===== config.mk =====
export PLATFORM = sky130hd
export DESIGN_NAME = fetch_pc_unit
export DESIGN_NICKNAME = d
export VERILOG_FILES = /design/src/rtl/fetch_pc_unit.sv
export SDC_FILE = /design/constraint.sdc
export NUM_CORES = 1
export LEC_CHECK = 0
export ABC_AREA = 0
export BUFFER_PORTS_ARGS = -buffer_cell sky130_fd_sc_hd__buf_2
export CORE_MARGIN = 5
export CORE_UTILIZATION = 36
export CTS_BUF_LIST = sky130_fd_sc_hd__clkbuf_8
export CTS_CLUSTER_DIAMETER = 200
export DETAILED_ROUTE_END_ITERATION = 10
export PLACE_DENSITY = 0.66
export SLEW_MARGIN = 15
export SYNTH_ARGS = -nofsm -noshare
export SYNTH_HDL_FRONTEND = slang
export SYNTH_SLANG_ARGS = --single-unit

===== constraint.sdc =====
create_clock -name clk -period 1.8 [get_ports clk]
set_clock_uncertainty 0.1 [all_clocks]
set_input_delay 0 -clock clk [delete_from_list [all_inputs] [get_ports clk]]
set_output_delay 0 -clock clk [all_outputs]
set_load 0.02 [all_outputs]

===== src/rtl/fetch_pc_unit.sv =====
// IF-stage program counter: sequential fetch, branch redirect, miss hold with a latched pending redirect.
// Latency 1 cycle to a new PC. Optional FETCH_ALIGN_CHECK_EN forces redirect targets to INC alignment and flags misaligned ones.
module fetch_pc_unit #(
    parameter int unsigned         ADDR_W    = 32,
    parameter int unsigned         INC       = 4,
    parameter logic [ADDR_W-1:0]   RESET_VEC = '0,
    parameter int unsigned         CNT_W     = 16
) (
    input  logic              clk,
    input  logic              reset,
    input  logic              hit,
    input  logic              PCSrc,
    input  logic [ADDR_W-1:0] address_branch,
    input  logic              stall,
    output logic [ADDR_W-1:0] instruction_address,
    output logic [ADDR_W-1:0] address_out,
    output logic              fetch_valid,
    output logic              redirect_pending,
    output logic [CNT_W-1:0]  redirect_count,
    output logic              misalign_err
);

    localparam logic [0:0] ST_RUN  = 1'b0;
    localparam logic [0:0] ST_WAIT = 1'b1;

    localparam logic [ADDR_W-1:0] INC_V   = ADDR_W'(INC);
    localparam logic [CNT_W-1:0]  CNT_MAX = '1;

    logic [0:0]        state_q, state_d;
    logic [ADDR_W-1:0] pc_q, pc_d;
    logic              pend_q, pend_d;
    logic [ADDR_W-1:0] pend_tgt_q, pend_tgt_d;
    logic [CNT_W-1:0]  cnt_q, cnt_d;

    logic [ADDR_W-1:0] pc_inc;
    logic [ADDR_W-1:0] sel_tgt;
    logic [ADDR_W-1:0] tgt_use;
    logic              apply;

    assign pc_inc  = pc_q + INC_V;

    // A same-cycle PCSrc is always newer than anything latched during the miss.
    assign sel_tgt = PCSrc ? address_branch : pend_tgt_q;

`ifdef FETCH_ALIGN_CHECK_EN
    localparam logic [ADDR_W-1:0] ALIGN_MASK = ADDR_W'(INC - 1);

    logic tgt_mis;
    logic mis_q, mis_d;

    assign tgt_use = sel_tgt & ~ALIGN_MASK;
    assign tgt_mis = |(sel_tgt & ALIGN_MASK);
    assign mis_d   = apply & tgt_mis;

    always_ff @(posedge clk) begin
        if (reset) begin
            mis_q <= 1'b0;
        end else begin
            mis_q <= mis_d;
        end
    end

    assign misalign_err = mis_q;
`else
    assign tgt_use      = sel_tgt;
    assign misalign_err = 1'b0;
`endif

    always_comb begin
        state_d    = state_q;
        pc_d       = pc_q;
        pend_d     = pend_q;
        pend_tgt_d = pend_tgt_q;
        apply      = 1'b0;

        case (state_q)
            ST_RUN: begin
                if (PCSrc) begin
                    apply = 1'b1;
                end else if (stall) begin
                    pc_d = pc_q;
                end else if (!hit) begin
                    state_d = ST_WAIT;
                end else begin
                    pc_d = pc_inc;
                end
            end
            ST_WAIT: begin
                // The outstanding miss must complete; redirects only take effect on its hit.
                if (hit) begin
                    state_d = ST_RUN;
                    pend_d  = 1'b0;
                    if (PCSrc || pend_q) begin
                        apply = 1'b1;
                    end else if (!stall) begin
                        pc_d = pc_inc;
                    end
                end else if (PCSrc) begin
                    pend_d     = 1'b1;
                    pend_tgt_d = address_branch;
                end
            end
            default: begin
                state_d = ST_RUN;
                pend_d  = 1'b0;
            end
        endcase

        if (apply) begin
            pc_d = tgt_use;
        end
    end

    assign cnt_d = (apply && (cnt_q != CNT_MAX)) ? cnt_q + CNT_W'(1) : cnt_q;

    always_ff @(posedge clk) begin
        if (reset) begin
            state_q    <= ST_RUN;
            pc_q       <= RESET_VEC;
            pend_q     <= 1'b0;
            pend_tgt_q <= '0;
            cnt_q      <= '0;
        end else begin
            state_q    <= state_d;
            pc_q       <= pc_d;
            pend_q     <= pend_d;
            pend_tgt_q <= pend_tgt_d;
            cnt_q      <= cnt_d;
        end
    end

    assign instruction_address = pc_q;
    assign address_out         = pc_inc;
    // Reset gating keeps both flags low during the reset cycle itself, before the registers clear.
    assign fetch_valid         = ~reset & (state_q == ST_RUN) & hit & ~stall & ~pend_q & ~PCSrc;
    assign redirect_pending    = ~reset & pend_q;
    assign redirect_count      = cnt_q;

endmodule


==> impl_summary.log <==
[metrics] status: complete, but fails checks
[metrics] failing checks: setup timing
[metrics] fin crit share: 1.171
[metrics] GR Util All Layers: 0.2046
[metrics] remaining global-route overflow: 0
[metrics] count of H-tree levels built during CTS: 3
[metrics] setup slack of the worst register-to-register path: -200 ps
[metrics] Vias/cell: 5.253
[metrics] Setup Total Neg Slack: -6037 ps
[metrics] NumNets Final: 852
[metrics] library cell contributing the largest single delay on the critical path: sky130_fd_sc_hd__or4_4
[metrics] final-report setup violation count: 36
[metrics] count of maximum capacitance violations: 0
[metrics] CP Max Fanout: 4
[metrics] clk sink count: 82
[metrics] Slew headroom: 0.6666
[metrics] sequential share of the synthesized area: 0.3521
[metrics] clock tree from TritonCTS: done
[metrics] Period minus WS final: 2108 ps
[metrics] LEAKAGE: 3.204 nW
[metrics] EDFF count, synth: 0
[metrics] number of antenna violations at the first check in global routing: 0
[metrics] aggregate routed wire length: 16,000 um
[metrics] residual DRC count: 0
[metrics] iteration count of the initial detailed-routing pass: 5
[metrics] Total Power: 4.174 mW
[metrics] class of the tightest hold or removal check: primary input to register
[metrics] core region area: 12,670 um^2
[metrics] FF+latch count, synth: 82
[metrics] Cell Count Post-Placement: 902
[metrics] via count of the first global-routing pass: 5,116
[metrics] DRT iter0 DRCs: 364
[metrics] wire length of the first global-routing pass: 25,140 um
[metrics] number of nets with antenna violations after detailed routing: 0
[metrics] core utilization of the finished layout: 0.5818
[metrics] Setup crit start: instruction_address[3]
[metrics] cts bufs inserted: 9
[metrics] effective utilization at floorplan: 0.3679
[metrics] insertion delay to the later sink of the worst-skew pair: 360 ps
[metrics] Critical Setup Path Class: register to output pin
[metrics] gate count of the mapped netlist: 582
[metrics] worst reg2reg startpoint: instruction_address[12]
[metrics] number of hold violations in the final report: 0
[metrics] IO Pins: 120
[metrics] Crit path largest cell delay: 590 ps
[metrics] crit-path leading delay family: simple AND/OR/NAND/NOR gates
[metrics] Synth Area per Inst: 8.010 um^2
[metrics] worst vdd rail ir drop: 0.3069 mV
[metrics] Tightest Pin Transition: 498.4 ps
[metrics] Required @ worst endpoint: 1700 ps
[metrics] width of the chip: 123.8 um
[metrics] fin worst setup slack: -307.5 ps
[metrics] proportion of synthesized flip-flops having asynchronous set or reset: 0
[metrics] buffer and inverter count on the worst path: 1
[metrics] Cell Rows: 41
[metrics] final std cell area, no fill: 7372 um^2
[metrics] number of library cell types mapped by synthesis: 68
[metrics] share of final-layout standard cells stronger than drive strength 1: 0.4267
[metrics] growth of design area from synthesis to finish: 58.13%
[metrics] Placed Area: 6048 um^2
[metrics] hold path startpoint: address_branch[28]
[metrics] CTS Root Buffer Type: sky130_fd_sc_hd__clkbuf_8
[metrics] final antenna diode count: 0
[metrics] RSZ-0062 raised after global routing: true
[metrics] fmax: 474.5 MHz
[metrics] total die area: 15,330 um^2
[metrics] Setup crit end kind: output pin
[metrics] overall die height: 123.8 um
[metrics] count of fill cells added during filler insertion: 1,071
[metrics] via count: 5,200
[metrics] smallest hold slack: 48.07 ps
[metrics] CTS clock-pin slew for the worst setup and hold paths: 90 ps
[metrics] DP Wirelength: 10,740 um
[metrics] power per standard cell area: 566.2 nW/um^2
[metrics] Synth Warn #: 0
[metrics] chain of cells forming the critical path: ha_4, nand3_4, or4_4, nor2_4, xnor2_2, buf_4
[metrics] post-DR wirelength/cell: 16.16 um
[metrics] data arrival time of the worst path: 2010 ps
[metrics] clock tree buffer depth: 2
[metrics] type of element launching the critical path: register
[metrics] input/output buffers: 118
[metrics] largest net degree at the start of global routing: 41
[metrics] Most used DFF post-synth: sky130_fd_sc_hd__dfxtp_1
[metrics] GPL Wtd Cong: 0.8667
[metrics] post-route non-filler standard cell count: 990
[metrics] setup slack at placement: -22.32 ps
[metrics] max-slew violation total from the final report: 0
[metrics] Synth Cell Area: 4662 um^2
[metrics] Synthesized Nets: 621
==> synth_stat cells, types with 2 or more instances <==
library cell,instances,share of area
sky130_fd_sc_hd__a22oi_1,3,0.0048
sky130_fd_sc_hd__nor4_1,6,0.0081
sky130_fd_sc_hd__buf_2,12,0.013
sky130_fd_sc_hd__nand3b_1,2,0.0032
sky130_fd_sc_hd__dfxtp_1,82,0.35
sky130_fd_sc_hd__a31oi_1,15,0.020
sky130_fd_sc_hd__and4_2,2,0.0043
sky130_fd_sc_hd__nor2_2,3,0.0040
sky130_fd_sc_hd__a21o_1,2,0.0032
sky130_fd_sc_hd__nand4_1,15,0.020
sky130_fd_sc_hd__and4_1,2,0.0038
sky130_fd_sc_hd__a21oi_1,50,0.054
sky130_fd_sc_hd__mux2i_1,31,0.067
sky130_fd_sc_hd__buf_6,2,0.0048
sky130_fd_sc_hd__inv_1,11,0.0089
sky130_fd_sc_hd__nor2_4,2,0.0048
sky130_fd_sc_hd__o211a_1,2,0.0043
sky130_fd_sc_hd__and3_1,5,0.0067
sky130_fd_sc_hd__xnor2_1,24,0.045
sky130_fd_sc_hd__or3_1,14,0.019
sky130_fd_sc_hd__nor3b_1,2,0.0032
sky130_fd_sc_hd__nand3_1,21,0.023
sky130_fd_sc_hd__clkbuf_1,24,0.019
sky130_fd_sc_hd__and2_1,3,0.0040
sky130_fd_sc_hd__nand2b_1,2,0.0027
sky130_fd_sc_hd__a211oi_1,17,0.027
sky130_fd_sc_hd__o21ai_0,17,0.018
sky130_fd_sc_hd__nor2_1,69,0.056
sky130_fd_sc_hd__buf_1,2,0.0016
sky130_fd_sc_hd__or4_1,3,0.0048
sky130_fd_sc_hd__nor3_1,9,0.0097
sky130_fd_sc_hd__nor3_4,2,0.0070
sky130_fd_sc_hd__o211ai_1,8,0.013
sky130_fd_sc_hd__nand2_1,64,0.052
sky130_fd_sc_hd__buf_4,4,0.0064
sky130_fd_sc_hd__ha_1,2,0.0054
sky130_fd_sc_hd__xor2_1,17,0.032
==> worst reg2reg max path, delay by kind of cell, from the launching register on <==
kind | cells | cell delay, ps
compound gates | 1 | 150
buf+inv | 2 | 300
flops | 1 | 350
simple gates | 4 | 1010
==> path summary, 6_finish.rpt <==
path / endpoint / cells after the start
worst min register to register: pend_tgt_q[26] / 2
worst min-delay path: pend_tgt_q[28] / 3
worst max register to register: instruction_address[29] / 7
worst max-delay path: address_out[16] / 6
==> where the power goes <==
part | internal, mW | switching (mW)
logic | 0.402 | 0.508
clock network | 0.661 | 0.671
registers | 1.87 | 0.0622
==> what timing repair did <==
| action | 4_1_cts | 5_1_grt |
|---|---|---|
| buffers inserted | 20 | 20 |
| hold buffers | 35 | 0 |
| hold endpoints to repair | 45 | 0 |
| pin swaps | 33 | 51 |
| gates cloned | 1 | 0 |
| gates resized for setup | 83 | 39 |
| setup endpoints to repair | 28 | 57 |
==> area by class of cell <==
cell class | instances | area, um^2 | share of cell area
Clock inverter | 6 | 51.30 | 0.006959
Tap cell | 172 | 215.2 | 0.02919
Timing Repair Buffer | 264 | 2013 | 0.2731
Multi-Input combinational cell | 445 | 3212 | 0.4357
Inverter | 11 | 41.29 | 0.005601
Sequential cell | 82 | 1702 | 0.2308
Clock buffer | 10 | 137.6 | 0.01867
==> state kept, by name, indices dropped and copies added (netlist names) <==
signal               count
instruction_address     32
state_q                  1
redirect_count          16
pend_q                   1
pend_tgt_q              32
==> logic make-up after synthesis <==
family / synth area share
fa+ha+maj: 0.005367
mux: 0.06898
xor+xnor: 0.07703
flops: 0.3521
simple gates: 0.2705
other cells: 0.0008044
compound gates: 0.1712
buf+inv: 0.05395
==> placed cells by master, fill, tap and decap left out, types with 5 or more instances in the layout <==
cell / synthesis / final
sky130_fd_sc_hd__xor2_1: 17 / 12
sky130_fd_sc_hd__nand3_1: 21 / 17
sky130_fd_sc_hd__nor3_1: 9 / 5
sky130_fd_sc_hd__dlygate4sd3_1: 0 / 35
sky130_fd_sc_hd__nor2_4: 2 / 9
sky130_fd_sc_hd__mux2i_1: 31 / 31
sky130_fd_sc_hd__a211oi_1: 17 / 17
sky130_fd_sc_hd__and3_1: 5 / 5
sky130_fd_sc_hd__o21ai_0: 17 / 12
sky130_fd_sc_hd__o211ai_1: 8 / 8
sky130_fd_sc_hd__dfxtp_4: 0 / 9
sky130_fd_sc_hd__buf_6: 2 / 27
sky130_fd_sc_hd__clkbuf_8: 0 / 10
sky130_fd_sc_hd__dfxtp_1: 82 / 52
sky130_fd_sc_hd__buf_2: 12 / 93
sky130_fd_sc_hd__nand4_1: 15 / 15
sky130_fd_sc_hd__a21oi_1: 50 / 49
sky130_fd_sc_hd__or3_1: 14 / 13
sky130_fd_sc_hd__nand2_1: 64 / 62
sky130_fd_sc_hd__buf_12: 0 / 6
sky130_fd_sc_hd__buf_4: 4 / 103
sky130_fd_sc_hd__inv_1: 11 / 14
sky130_fd_sc_hd__o21ai_1: 1 / 5
sky130_fd_sc_hd__dfxtp_2: 0 / 21
sky130_fd_sc_hd__nand3_4: 1 / 6
sky130_fd_sc_hd__a31oi_1: 15 / 15
sky130_fd_sc_hd__nor2_1: 69 / 63
sky130_fd_sc_hd__xnor2_1: 24 / 10
sky130_fd_sc_hd__xnor2_2: 0 / 14
==> per-layer routing <==
metal	up-vias	GRT usage	share of wire
met5	-	0	0
met4	0	0.06782	0.017
met3	20	0.03724	0.053
met2	157	0.3603	0.51
met1	2494	0.2510	0.42
li1	2529	-	-
(Power assumes the default switching activity.)
